**src/rtl/fetch_stage.sv**
```systemverilog
// MIPS instruction fetch: owns the PC, fills IF/ID, takes EX redirects.
// One-cycle fetch latency; stall parks a returning word in a one-entry skid and drops iREN.
module fetch_stage #(
    parameter logic [31:0] PC_INIT = 32'h0000_0000
) (
    input  logic        CLK,
    input  logic        RST,
    input  logic        ihit,
    input  logic [31:0] iload,
    output logic        iREN,
    output logic [31:0] iaddr,
    input  logic        stall,
    input  logic        halt,
    input  logic        ex_valid,
    input  logic [2:0]  ex_pcsrc,
    input  logic [31:0] ex_npc,
    input  logic [25:0] ex_imm,
    input  logic [31:0] ex_rsdata,
    input  logic        ex_zero,
    output logic [31:0] ifid_instr,
    output logic [31:0] ifid_npc,
    output logic        ifid_valid,
    output logic        flush
);

    typedef enum logic [1:0] {
        FETCH,
        HOLD,
        HALTED
    } state_e;

    localparam logic [2:0] PCSRC_JR  = 3'd1;
    localparam logic [2:0] PCSRC_J   = 3'd2;
    localparam logic [2:0] PCSRC_BEQ = 3'd3;
    localparam logic [2:0] PCSRC_BNE = 3'd4;

    state_e      state_q, state_d;
    logic [31:0] pc_q, pc_d;
    logic [31:0] ifid_instr_q, ifid_instr_d;
    logic [31:0] ifid_npc_q, ifid_npc_d;
    logic        ifid_valid_q, ifid_valid_d;
    logic [31:0] skid_instr_q, skid_instr_d;
    logic [31:0] skid_npc_q, skid_npc_d;

    logic        taken;
    logic [31:0] target;
    logic [31:0] pc_plus4;
    logic [31:0] br_off;

    assign pc_plus4 = pc_q + 32'd4;
    assign br_off   = {{14{ex_imm[15]}}, ex_imm[15:0], 2'b00};

    always_comb begin
        taken = 1'b0;
        if (ex_valid) begin
            case (ex_pcsrc)
                PCSRC_JR:  taken = 1'b1;
                PCSRC_J:   taken = 1'b1;
                PCSRC_BEQ: taken = ex_zero;
                PCSRC_BNE: taken = ~ex_zero;
                default:   taken = 1'b0;
            endcase
        end
    end

    always_comb begin
        case (ex_pcsrc)
            PCSRC_JR: target = ex_rsdata;
            PCSRC_J:  target = {ex_npc[31:28], ex_imm, 2'b00};
            default:  target = ex_npc + br_off;
        endcase
    end

    always_comb begin
        state_d      = state_q;
        pc_d         = pc_q;
        ifid_instr_d = ifid_instr_q;
        ifid_npc_d   = ifid_npc_q;
        ifid_valid_d = ifid_valid_q;
        skid_instr_d = skid_instr_q;
        skid_npc_d   = skid_npc_q;

        // HALTED is sticky: neither redirects nor fetches may leave it.
        if (state_q != HALTED && taken) begin
            pc_d         = target;
            ifid_valid_d = 1'b0;
            state_d      = FETCH;
        end else if (state_q != HALTED && halt) begin
            ifid_valid_d = 1'b0;
            state_d      = HALTED;
        end else begin
            case (state_q)
                FETCH: begin
                    if (ihit && !stall) begin
                        ifid_instr_d = iload;
                        ifid_npc_d   = pc_plus4;
                        ifid_valid_d = 1'b1;
                        pc_d         = pc_plus4;
                    end else if (ihit && stall) begin
                        skid_instr_d = iload;
                        skid_npc_d   = pc_plus4;
                        pc_d         = pc_plus4;
                        state_d      = HOLD;
                    end else if (!stall) begin
                        ifid_valid_d = 1'b0;
                    end
                end
                HOLD: begin
                    if (!stall) begin
                        ifid_instr_d = skid_instr_q;
                        ifid_npc_d   = skid_npc_q;
                        ifid_valid_d = 1'b1;
                        state_d      = FETCH;
                    end
                end
                default: ;
            endcase
        end
    end

    always_ff @(posedge CLK or posedge RST) begin
        if (RST) begin
            state_q      <= FETCH;
            pc_q         <= PC_INIT;
            ifid_instr_q <= 32'd0;
            ifid_npc_q   <= 32'd0;
            ifid_valid_q <= 1'b0;
            skid_instr_q <= 32'd0;
            skid_npc_q   <= 32'd0;
        end else begin
            state_q      <= state_d;
            pc_q         <= pc_d;
            ifid_instr_q <= ifid_instr_d;
            ifid_npc_q   <= ifid_npc_d;
            ifid_valid_q <= ifid_valid_d;
            skid_instr_q <= skid_instr_d;
            skid_npc_q   <= skid_npc_d;
        end
    end

    assign iREN       = (state_q == FETCH);
    assign iaddr      = pc_q;
    assign ifid_instr = ifid_instr_q;
    assign ifid_npc   = ifid_npc_q;
    assign ifid_valid = ifid_valid_q;
    assign flush      = taken;

endmodule
```
**config.mk**
```make
export PLATFORM = sky130hd
export DESIGN_NAME = fetch_stage
export DESIGN_NICKNAME = d
export VERILOG_FILES = /design/src/rtl/fetch_stage.sv
export SDC_FILE = /design/constraint.sdc
export NUM_CORES = 1
export LEC_CHECK = 0
export CORE_UTILIZATION = 54
export CTS_CLUSTER_SIZE = 10
export DETAILED_ROUTE_END_ITERATION = 16
export PLACE_DENSITY = 0.88
export SYNTH_ARGS = -nofsm -noshare
export SYNTH_HDL_FRONTEND = slang
export SYNTH_SLANG_ARGS = --single-unit
```
**constraint.sdc**
```tcl
create_clock -name CLK -period 16.1 [get_ports CLK]
set_input_delay 3.22 -clock CLK [delete_from_list [all_inputs] [get_ports CLK]]
set_output_delay 3.22 -clock CLK [all_outputs]
set_load 0.05 [all_outputs]
```
---- Yosys cells after proc, flatten, opt, wreduce, memory -nomap -nowiden ----
Index checks and enable logic that the tools add are counted.
operators by class
  mux-type cells .......................... 27
  add/sub/neg operators ................... 2
  reductions and logical operators ........ 16
  equal/unequal tests ..................... 14
  bitwise logic cells ..................... 4
operators by type and width
  kind                                                    number
  2-to-1 mux 32 bit                                       9
  one-hot mux 32 bit (2 select lines)                     3
  adder 32 x 3 -> 32 bit (second input constant)          1
  adder 32 bit                                            1
  2-to-1 mux 2 bit                                        5
  AND reduction 5 bit                                     2
  inequality test 4 bit (second input constant)           2
  AND reduction 4 bit                                     2
  2-to-1 mux 1 bit                                        7
  == test 3 x 2 -> 1 bit (second input constant)          2
  inequality test 2 bit (second input constant)           3
  inequality test 5 x 2 -> 1 bit (second input constant)  1
  inequality test 5 bit (second input constant)           1
  logical AND 1 bit                                       4
  inequality test 4 x 1 -> 1 bit (second input constant)  1
  inverter 1 bit                                          4
  one-hot mux 2 bit (2 select lines)                      1
  nonzero test 2 bit                                      2
  nonzero test 4 bit                                      1
  == test 3 x 1 -> 1 bit (second input constant)          1
  == test 3 bit (second input constant)                   1
  one-hot mux 1 bit (3 select lines)                      1
  AND reduction 3 bit                                     1
  nonzero test 3 bit                                      1
  other kinds (6)                                         6
word-level totals
  register bits ........................... 163
  word-level logic and storage cells ...... 70
  output and inout bits ................... 99

---- Depth between registers and ports, before layout ----
  word-level depth ........................ 7
  depth in mapped cells ................... 11
  gate-level depth less buffers ........... 11

---- Least setup slack after synthesis ----
Ideal clock, no wire load.
  path kind ............................... input to output
  start point ............................. input port ex_pcsrc[1]
  end point ............................... output port flush
  buffers on the path ..................... 0
  required time ........................... 12.880 ns
  path slack .............................. 8.892 ns
  stages .................................. 2
  arrival ................................. 3.988 ns
  cell sequence ........................... nor4b_1 o21a_1
on the way
  word-level cells in the longest chain between the ends .. 4
  elaborated cells between the ends (all ways) .. 7
  classes of those cells .................. eq/ne: 4; mux: 2; reduce/logical: 1
RTL lines
  what                                                              RTL line  source
  from (decl)                                                       15        input logic [2:0] ex_pcsrc,
  == test 3 x 2 -> 1 bit or == test 3 x 1 -> 1 bit (tied branches)  56        case (ex_pcsrc)
  OR reduction 2 bit (no line)                                      --
  one-hot mux 1 bit (3 select lines) (*)                            56
  2-to-1 mux 1 bit (*)                                              55        if (ex_valid) begin
  to (decl)                                                         23        output logic flush
Every way passes the cells marked *; elsewhere a longest branch is shown, timed or not.

---- Final worst setup path ----
  start point ............................. input port ex_pcsrc[2]
  end point ............................... output port flush
Same word-level chain as after synthesis.

==> results.txt <==
- Result of the run: completed
- Clock transition at path regs: 0.06 ns
- The worst setup path is captured at an output port.
- After the last flow step, the layout net total stands at 1,378.
- Hold-fix buffers, CTS: 0
- Number of global-route vias before repair: 7,752
* Cell Rows: 47
- Worst VDD drop: 63.0 uV
- Port-buffer cells: 230
- The mapped netlist covers 9320 sq um.
- Based on the critical path, the design can be clocked at up to 119 MHz.
* Data arrival, critical path: 5.20 ns
- Of the total synthesized cell area, the portion taken by XOR and XNOR cells is 0.0714.
- The floorplan step defined a die boundary enclosing 17,800 sq um.
- TritonCTS sink count: 163
- Count of synthesis-stage warnings from yosys: 0
* Sequential cell area fraction in the yosys report: 0.438
- In this run, distinct cell masters in the synthesized netlist total 67.
- In the final layout, the multi-input gates occupy 4990 sq um.
- Asr flop ratio synth: 1.00
- The number of clock buffers added by TritonCTS is 17.
- Rel. slew slack: 0.273
* Post-route setup slack: 7.68 ns
- After synthesis, the largest family of logic cells by area is compound AO/OA/AOI/OAI gates.
- # setup viols final: 0
* Die height: 133 um
- Critical Path Fanout Max: 5
- Among all stages on the critical path, the largest delay is contributed by sky130_fd_sc_hd__clkdlybuf4s50_1.
- Across every metal layer, demand over resource in global routing totals 0.281.
- Once detail routing completed, the nets flagged for antenna violations numbered 0.
- For this configuration, the core starts out at a cell density of 0.558.
* Detailed-route wire length per cell: 16.8 um
- Once the clock tree was built, the setup fixing pass inserted 0 buffers.
- Number of slew-limit violations in the final report: 0
- The tool flagged a number of max-cap violations equal to 0.
- In the routed layout, each cell is associated on average with a via count of 5.61.
- Pin count of the biggest net entering global routing: 129
- Via count: 8,115
* RSZ-0062 raised after global routing: false
- At the pin with the least slew margin, the transition time is 1.09 ns.
* DRC violation count after routing: 0
* Post-synthesis compound-gate area fraction: 0.184
- In this run the power density over the cells is 103 nW/um^2.
- Count of final hold-check violations: 0
- In the final layout, the share of cells above drive strength 1 is 0.0767.
* Bufs on Longest Clock Path: 2
- Fill cells in the final layout number 1,238.
* Die outline width: 133 um
- Setup TNS Final: 0 ns
- Wires add up to 24.3 mm.
* Net count of the mapped netlist: 1,175
- Post-cts gate resize count: 0
- By instance count, the cell type seen most on the critical path is sky130_fd_sc_hd__clkdlybuf4s50_1.
* Ports: 231
* Ratio of final minimum period to clock period: 0.523
- On the worst path, the slowest cell contributes a delay of 0.85 ns.
- # diodes: 0
* Number of design-rule violations left by the first detailed-router iteration: 429
- Critical path, cell by cell: clkdlybuf4s50_1 -> nor4b_1 -> o21a_1 -> clkdlybuf4s50_1
* Setup skew after layout: 0.0126 ns
- The analysis attributes to cell leakage a power of 0.00560 uW.
- In this run the worst hold path is classified as register to register.
- Library cell used as clock root buffer: sky130_fd_sc_hd__clkbuf_16
* Maximum level of the CTS H-tree: 4
- The pre-antenna-repair detailed-routing pass consisted of 5 iterations.
- CP required: 12.88 ns
- The worst setup path is launched from a primary input.
- Detailed placement ended at an HPWL of 17.7 mm.
- Routability congestion estimate: 0.922
* Setup slack of the worst register-to-register path: 13.41 ns
* Average cell area after synthesis: 9.21 sq um
- Initial antenna violation count: 0
- At the later pin of the worst-skew pair, clock insertion delay measures 0.42 ns.
* Adder and majority gate portion of the synthesized area: 0.0424
- Total congestion overflow: 0
- CTS tree: done
* Number of storage elements in the synthesis netlist: 163
* Core region area: 16,700 sq um
- Post-synth EDFFs: 0
- The first global-routing pass estimated 39.7 mm of wire.
- After synthesis, the share of cell area in mux cells is 0.0842.
- Sequential standard cell area: 4080 sq um
- The worst setup path is of the primary input to output port kind.
- Simple logic cell fraction of the synthesized area: 0.152
- Counting every instance in the synthesized netlist gives 1,012.
- The most used flip-flop cell after synthesis is sky130_fd_sc_hd__dfrtp_1.
- Hold Slack: 0.475 ns
* Final worst path period need: 8.42 ns
- Total power after layout: 1270 uW
* Placement Setup Slack: 7.72 ns
- From synthesis to final layout, the design area changed by 32.3%.
-- where the power goes --
part / internal (uW) / leakage (uW) / switching, uW
combinational: 155 / 0.00313 / 235
clock: 230 / 0.000268 / 155
sequential: 449 / 0.00220 / 45.4
-- flip-flops by register name (all words and copies together), names as in the netlist --
register / cells
iaddr: 32
ifid_instr: 32
ifid_npc: 32
skid_instr_q: 32
skid_npc_q: 32
state_q: 2
ifid_valid: 1
-- metrics by stage --
step / instance area, sq um / std cells / utilization
floorplan: 9320 / 1012 / -
global placement: 11800 / 1416 / 0.705
detailed placement: 11800 / 1416 / 0.705
CTS: 12300 / 1446 / 0.738
global route: 12300 / 1446 / 0.738
finish: 12300 / 1446 / 0.738
-- routing by layer --
| layer | global-route usage | wire length, um |
|---|---|---|
| met2 | 0.460 | 11400 |
| met1 | 0.383 | 10800 |
| met4 | 0.0739 | 383 |
| met5 | 0 | 0 |
| met3 | 0.0556 | 1700 |
-- synthesized netlist by cell type (all sizes together), types with 3 or more instances --
library cell  instances  area, sq um
xnor2                40          350
xor2                 36          315
nor3                  3         20.0
and2                  4         25.0
nor2                 53          201
nand4                 4         25.0
a311oi                4         47.6
a31oi                 9         56.3
nand3                23          125
nor2b                 5         31.3
nand2b                7         43.8
or3                   5         36.3
o211ai                3         22.5
a221oi                9         78.8
inv                  12         45.0
dfrtp               163         4080
mux2i                39          390
o22ai                 6         37.5
a211oi                7         57.6
a22o                  4         35.0
o21a                  4         30.0
ha                   30          375
and3                  9         61.3
a22oi                19          143
buf                   8         41.3
clkbuf               47          176
mux2                 35          394
a21o                 11         82.6
o21ai               159          796
a21oi                35          186
or2                   3         18.8
nand2               187          702
-- area by class of cell --
cell class | count | share of cell area
clock buffer | 20 | 0.0362
clock inverter | 10 | 0.00904
inverter | 12 | 0.00406
multi-input combinational | 782 | 0.405
sequential | 163 | 0.331
tap | 220 | 0.0223
timing repair buffer | 239 | 0.192
-- logic make-up after synthesis --
| logic type | after synthesis |
|---|---|
| fa+ha+maj | 31 |
| compound gates | 284 |
| flops | 163 |
| xor+xnor | 76 |
| buf+inv | 67 |
| simple gates | 317 |
| mux | 74 |
-- worst max-delay path, delay by kind of cell --
family          cells  cell delay, ns
compound gates      1            0.28
buf+inv             2            1.40
simple gates        1            0.28
-- cell usage in the layout, fill, tap and decap left out, types with 5 or more instances in the layout --
cell type,netlist,final
sky130_fd_sc_hd__a21oi_1,34,34
sky130_fd_sc_hd__nor2_1,52,51
sky130_fd_sc_hd__mux2_2,35,35
sky130_fd_sc_hd__and3_1,8,8
sky130_fd_sc_hd__o21ai_1,23,23
sky130_fd_sc_hd__buf_4,2,9
sky130_fd_sc_hd__clkbuf_16,0,17
sky130_fd_sc_hd__a31oi_1,9,9
sky130_fd_sc_hd__nor2b_1,5,5
sky130_fd_sc_hd__o21ai_0,136,136
sky130_fd_sc_hd__clkdlybuf4s50_1,0,230
sky130_fd_sc_hd__nand3_1,21,21
sky130_fd_sc_hd__a211oi_1,6,6
sky130_fd_sc_hd__nand2b_1,7,7
sky130_fd_sc_hd__xor2_1,36,36
sky130_fd_sc_hd__o22ai_1,6,6
sky130_fd_sc_hd__ha_1,30,30
sky130_fd_sc_hd__a21o_1,11,11
sky130_fd_sc_hd__a22oi_1,19,19
sky130_fd_sc_hd__mux2i_1,39,39
sky130_fd_sc_hd__dfrtp_1,163,163
sky130_fd_sc_hd__nand2_1,187,186
sky130_fd_sc_hd__a221oi_1,9,9
sky130_fd_sc_hd__xnor2_1,40,40
sky130_fd_sc_hd__inv_1,12,11
-- final timing paths --
check                                              to                        from  cells past startpoint
max reg2reg                  ifid_npc[31]$_DFFE_PP0P_        iaddr[2]$_DFFE_PP0P_                      9
min                        skid_npc_q[10]$_DFFE_PP0P_  skid_npc_q[10]$_DFFE_PP0P_                      2
min in group asynchronous  ifid_instr[24]$_DFFE_PP0P_                         RST                      2
min reg2reg                skid_npc_q[10]$_DFFE_PP0P_  skid_npc_q[10]$_DFFE_PP0P_                      2
max                                             flush                 ex_pcsrc[2]                      4
max in group asynchronous     ifid_npc[4]$_DFFE_PP0P_                         RST                      3
No activity file was read; power rests on OpenSTA's default activity.
==> patch 1: new RTL, config.mk and constraints unchanged <==
Encoding of `state_e`: now one-hot (3 bits for 3 states).
--- a/src/rtl/fetch_stage.sv
+++ b/src/rtl/fetch_stage.sv
@@ -23,10 +23,10 @@
     output logic        flush
 );
 
-    typedef enum logic [1:0] {
-        FETCH,
-        HOLD,
-        HALTED
+    typedef enum logic [2:0] {
+        FETCH  = 3'b001,
+        HOLD   = 3'b010,
+        HALTED = 3'b100
     } state_e;
 
     localparam logic [2:0] PCSRC_JR  = 3'd1;
Function: no difference found for any inputs over 4 cycles, from zero or initial values and one cycle with RST high; so few cycles prove little.
==> patch 1 against the unedited design <==
Worst setup slack worse by 0.70 ns; design area up 3.4%; count of clock-buffer cells in the layout down 2; worst hold slack better by 0.0019 ns; sequential share of layout area down 0.87 points; register-to-register slack worse by 0.24 ns; area after synthesis up 5.5%; wire length up 5.8%; sequential cell count up 1; critical path type unchanged.
Power is not compared: it rests on default switching activity, and its combinational part moved more than twofold at a synthesized area within 25%.
==> patch 1: results (changes against the unedited design) <==
metric;value;unit;change
synth.net_count;1242;;+5.7%
synth_commonest_cells;dfrtp_1, nand2_1, o21ai_0;;
met1_usage;36.4;%;-1.9 points
post_cts_buffers;0;;unchanged
crit_path_max_fanout;25;;+20
ir_drop;138;uV;
grt_pass1_wl;40.7;mm;+2.7%
synth_seq_area_share;41.8;%;-2.0 points
grtUsageTotal;27.9;%;-0.22 points
dp_hpwl;18.8;mm;+5.8%
cap_violations;0;;unchanged
setup_violations;0;;unchanged
met2_length;12.0;mm;+5.1%
min-delay-start;ifid_instr[22];;
use_met2;45.9;%;-0.096 points
firstDrtPassIters;7;;+2
routed.top_layer;met4;;
power_leakage;0.00526;uW;
nets;1425;;+3.4%
place_area;12100;um^2;+3.2%
grt_antenna_before_repair;0;;unchanged
status;completed;;
fillCellCount;1343;;+8.5%
grt_pass1_vias;8277;;+6.8%
max_slew_margin;23.0;%;-4.4 points
hold_path.class;reg -> reg;;
fin_skew;0.00933;ns;-0.00329 ns
synth_fa_ha_area_share;4.02;%;-0.22 points
startpoint;ex_pcsrc[0];;
synthXorXnorAreaFrac;7.13;%;-0.015 points
gr-usage-met3;6.78;%;+1.2 points
port_buffers;230;;unchanged
synthMuxAreaShare;7.57;%;-0.84 points
r2r-start;state_q[0];;
wl_met3;2.12;mm;+25%
route.vias.total;8676;;+6.9%
drt_iter0_drc;668;;+56%
clock_path_buffers;2;;unchanged
crit_arrival;5.89;ns;+0.69 ns
synth_compound_area_share;19.7;%;+1.3 points
diodes;0;;unchanged
post-place-ws;7.01;ns;-0.708 ns
drt-met1-wl;11.0;mm;+1.9%
synth_cell_types;67;;unchanged
drive_above_1_share;7.53;%;-0.14 points
synth_warnings;0;;unchanged
place_congestion;0.936;;+1.5%
yosys-top-cells-area;dfrtp_1, o21ai_0, nand2_1;;
post_drt_wl_per_cell;17.1;um;+2.0%
ctsRootBufferMaster;clkbuf_16;;
grt_max_degree;129;;unchanged
clk_latency;0.42;ns;about the same
patch 1: changes by cell type after synthesis, sizes merged, moves of 7 or more:
cell / delta
a21oi: +43
nor3: +8
nor2: +18
nand4: +11
xnor2: +8
buf: +21
and3: +7
a222oi: +11
o21ai: -20
a22oi: -14
nand2: -34
patch 1: worst paths after layout:
check                           cells after the start                to  slack (ns)
worst min register to register                      2    ifid_instr[22]        0.48
max in group asynchronous                           3  skid_instr_q[18]       11.41
min in group asynchronous                           2   skid_instr_q[6]        3.39
worst max-delay path                                7             flush        6.99
worst max register to register                      5   skid_instr_q[2]       13.17
worst min-delay path                                2    ifid_instr[22]        0.48
patch 1: area by class of cell:
cell class / instances / area share, %
clock buffer: 18 / 3.45
clock inverter: 14 / 1.19
tap: 225 / 2.21
inverter: 15 / 0.481
timing repair buffer: 238 / 18.5
sequential: 164 / 32.2
multi-input combinational: 826 / 41.9
patch 1: cell families (layout without fill, tap and decap cells):
family	after synthesis	after routing
simple gates	329	329
compound gates	316	316
flops	164	164
buf+inv	89	285
xor+xnor	80	80
mux	70	70
fa+ha+maj	31	31
patch 1: critical path, cell delays in order:
cell,delay (ns)
clkdlybuf4s50_1,0.99
inv_1,0.32
o21ai_1,0.20
nand2_1,0.12
o211ai_4,0.27
inv_1,0.07
clkdlybuf4s50_1,0.70
patch 1: report_power, final:
| group | total, uW | switching [uW] | internal (uW) |
|---|---|---|---|
| sequential | 759 | 156 | 604 |
| clock | 403 | 169 | 234 |
| combinational | 1200 | 754 | 447 |
patch 1: through the flow:
step / utilization (%) / power, uW / instances
detailed placement: 69.3 / 1960 / 1468
finish: 72.6 / 2360 / 1500
global placement: 69.3 / 1930 / 1468
global route: 72.6 / 2500 / 1500
CTS: 72.6 / 2370 / 1500
floorplan: - / 1570 / 1079
==> patch 2: new RTL, config.mk and constraints unchanged <==
Without the edit above. Make the reset (`RST`) synchronous in one clocked block.
--- a/src/rtl/fetch_stage.sv
+++ b/src/rtl/fetch_stage.sv
@@ -118,7 +118,7 @@
         end
     end
 
-    always_ff @(posedge CLK or posedge RST) begin
+    always_ff @(posedge CLK) begin
         if (RST) begin
             state_q      <= FETCH;
             pc_q         <= PC_INIT;
Formal check against the unedited RTL: differs if RST is asserted again (counterexample within 4 cycles, from zero or initial values and one cycle with RST high); with RST held inactive, the same outputs for 4 cycles.
==> patch 2 against the unedited design <==
Worst setup slack worse by 0.14 ns; sequential cell count stayed put; global-route usage is 4.0 points higher; wire length is 17% higher; design area is 0.78% lower; power is 11% lower; area after synthesis hardly changed; sequential power is 11% lower; largest power group unchanged; highest routed layer unchanged.
==> patch 2: results (changes against the unedited design) <==
metric;value;unit;change
firstDrtPassIters;6;;+1
drt_iter0_drc;861;;+100%
power_leakage;0.00456;uW;-19%
slowest_delay;0.90;ns;+0.05 ns
synthMuxAreaShare;4.20;%;-4.2 points
reg2reg_slack;12.97;ns;-0.44 ns
place_congestion;0.957;;+3.8%
ir_drop;78.2;uV;+24%
status;completed;;
synth_fa_ha_area_share;4.24;%;about the same
drt_wl_total;28.5;mm;+17%
nets;1488;;+8.0%
async_flop_share;0;%;-100 points
drive_above_1_share;6.80;%;-0.87 points
fillCellCount;1262;;+1.9%
synth_cell_types;72;;+7.5%
max_slew_margin;24.5;%;-2.8 points
grt_pass1_wl;45.7;mm;+15%
worst-r2r-cell-count;7;;-2
grt_max_degree;108;;-16%
synth.net_count;1313;;+12%
synthXorXnorAreaFrac;5.35;%;-1.8 points
synth_compound_area_share;27.2;%;+8.8 points
min-delay-start;ifid_npc[16];;
dp_hpwl;20.6;mm;+16%
## patch 2: power by group
group | leakage (uW) | internal [uW] | total (uW) | switching (uW)
registers | 0.00133 | 422 | 442 | 20.2
logic | 0.00294 | 111 | 279 | 168
clock network | 0.000295 | 226 | 412 | 185
total | 0.00456 | 759 | 1130 | 373
## patch 2: per-layer routing
| layer | GRT usage [%] | share of wire, % | routed length [um] |
|---|---|---|---|
| met1 | 43.9 | 43 | 12400 |
| met5 | 0 | 0 | 0 |
| met4 | 9.03 | 2.1 | 602 |
| met3 | 6.51 | 8.1 | 2310 |
| met2 | 51.3 | 46 | 13200 |
## patch 2: how the worst max path moves through the flow
stage | slack, ns | to | startpoint | depth (start not counted)
final | 7.54 | flush | ex_pcsrc[0] | 4
after global routing | 7.45 | flush | ex_pcsrc[1] | 5
after CTS | 7.55 | flush | ex_pcsrc[0] | 4
after detailed placement | 7.56 | flush | ex_pcsrc[0] | 4
after global placement | 7.56 | flush | ex_pcsrc[0] | 4
after floorplan | 8.58 | flush | ex_pcsrc[0] | 2
## patch 2: layout make-up
type                    instances  share of cell area, %
clock inverters                14                   1.37
repair buffers                242                   19.5
well taps                     220                   2.25
flip-flops and latches        163                   26.7
inverters                      12                  0.368
multi-input cells             889                   46.2
clock buffers                  18                   3.59
## patch 2: stage by stage
stage,cells,setup WS (ns),cell area [um^2]
6_report,1558,7.54,12200
5_1_grt,1558,7.45,12200
4_1_cts,1558,7.55,12200
3_5_place_dp,1526,7.56,11600
3_3_place_gp,1526,7.56,11600
2_1_floorplan,1150,8.58,9320
## patch 2: cell families after synthesis
kind of cell / after synthesis
AND/OR/NAND/NOR: 402
AO/OA/AOI/OAI: 360
flip-flops: 163
buffers and inverters: 98
XOR/XNOR: 57
multiplexers: 39
adder cells (fa/ha/maj): 31
## patch 2: worst register-to-register path, stage by stage, from the launching register on
cell and delay, ns:
dfxtp_1 0.36, or2_1 0.30, nor3b_1 0.29, o31a_1 0.68
and2_2 0.26, buf_4 0.70, nand2_1 0.23, a21oi_1 0.22
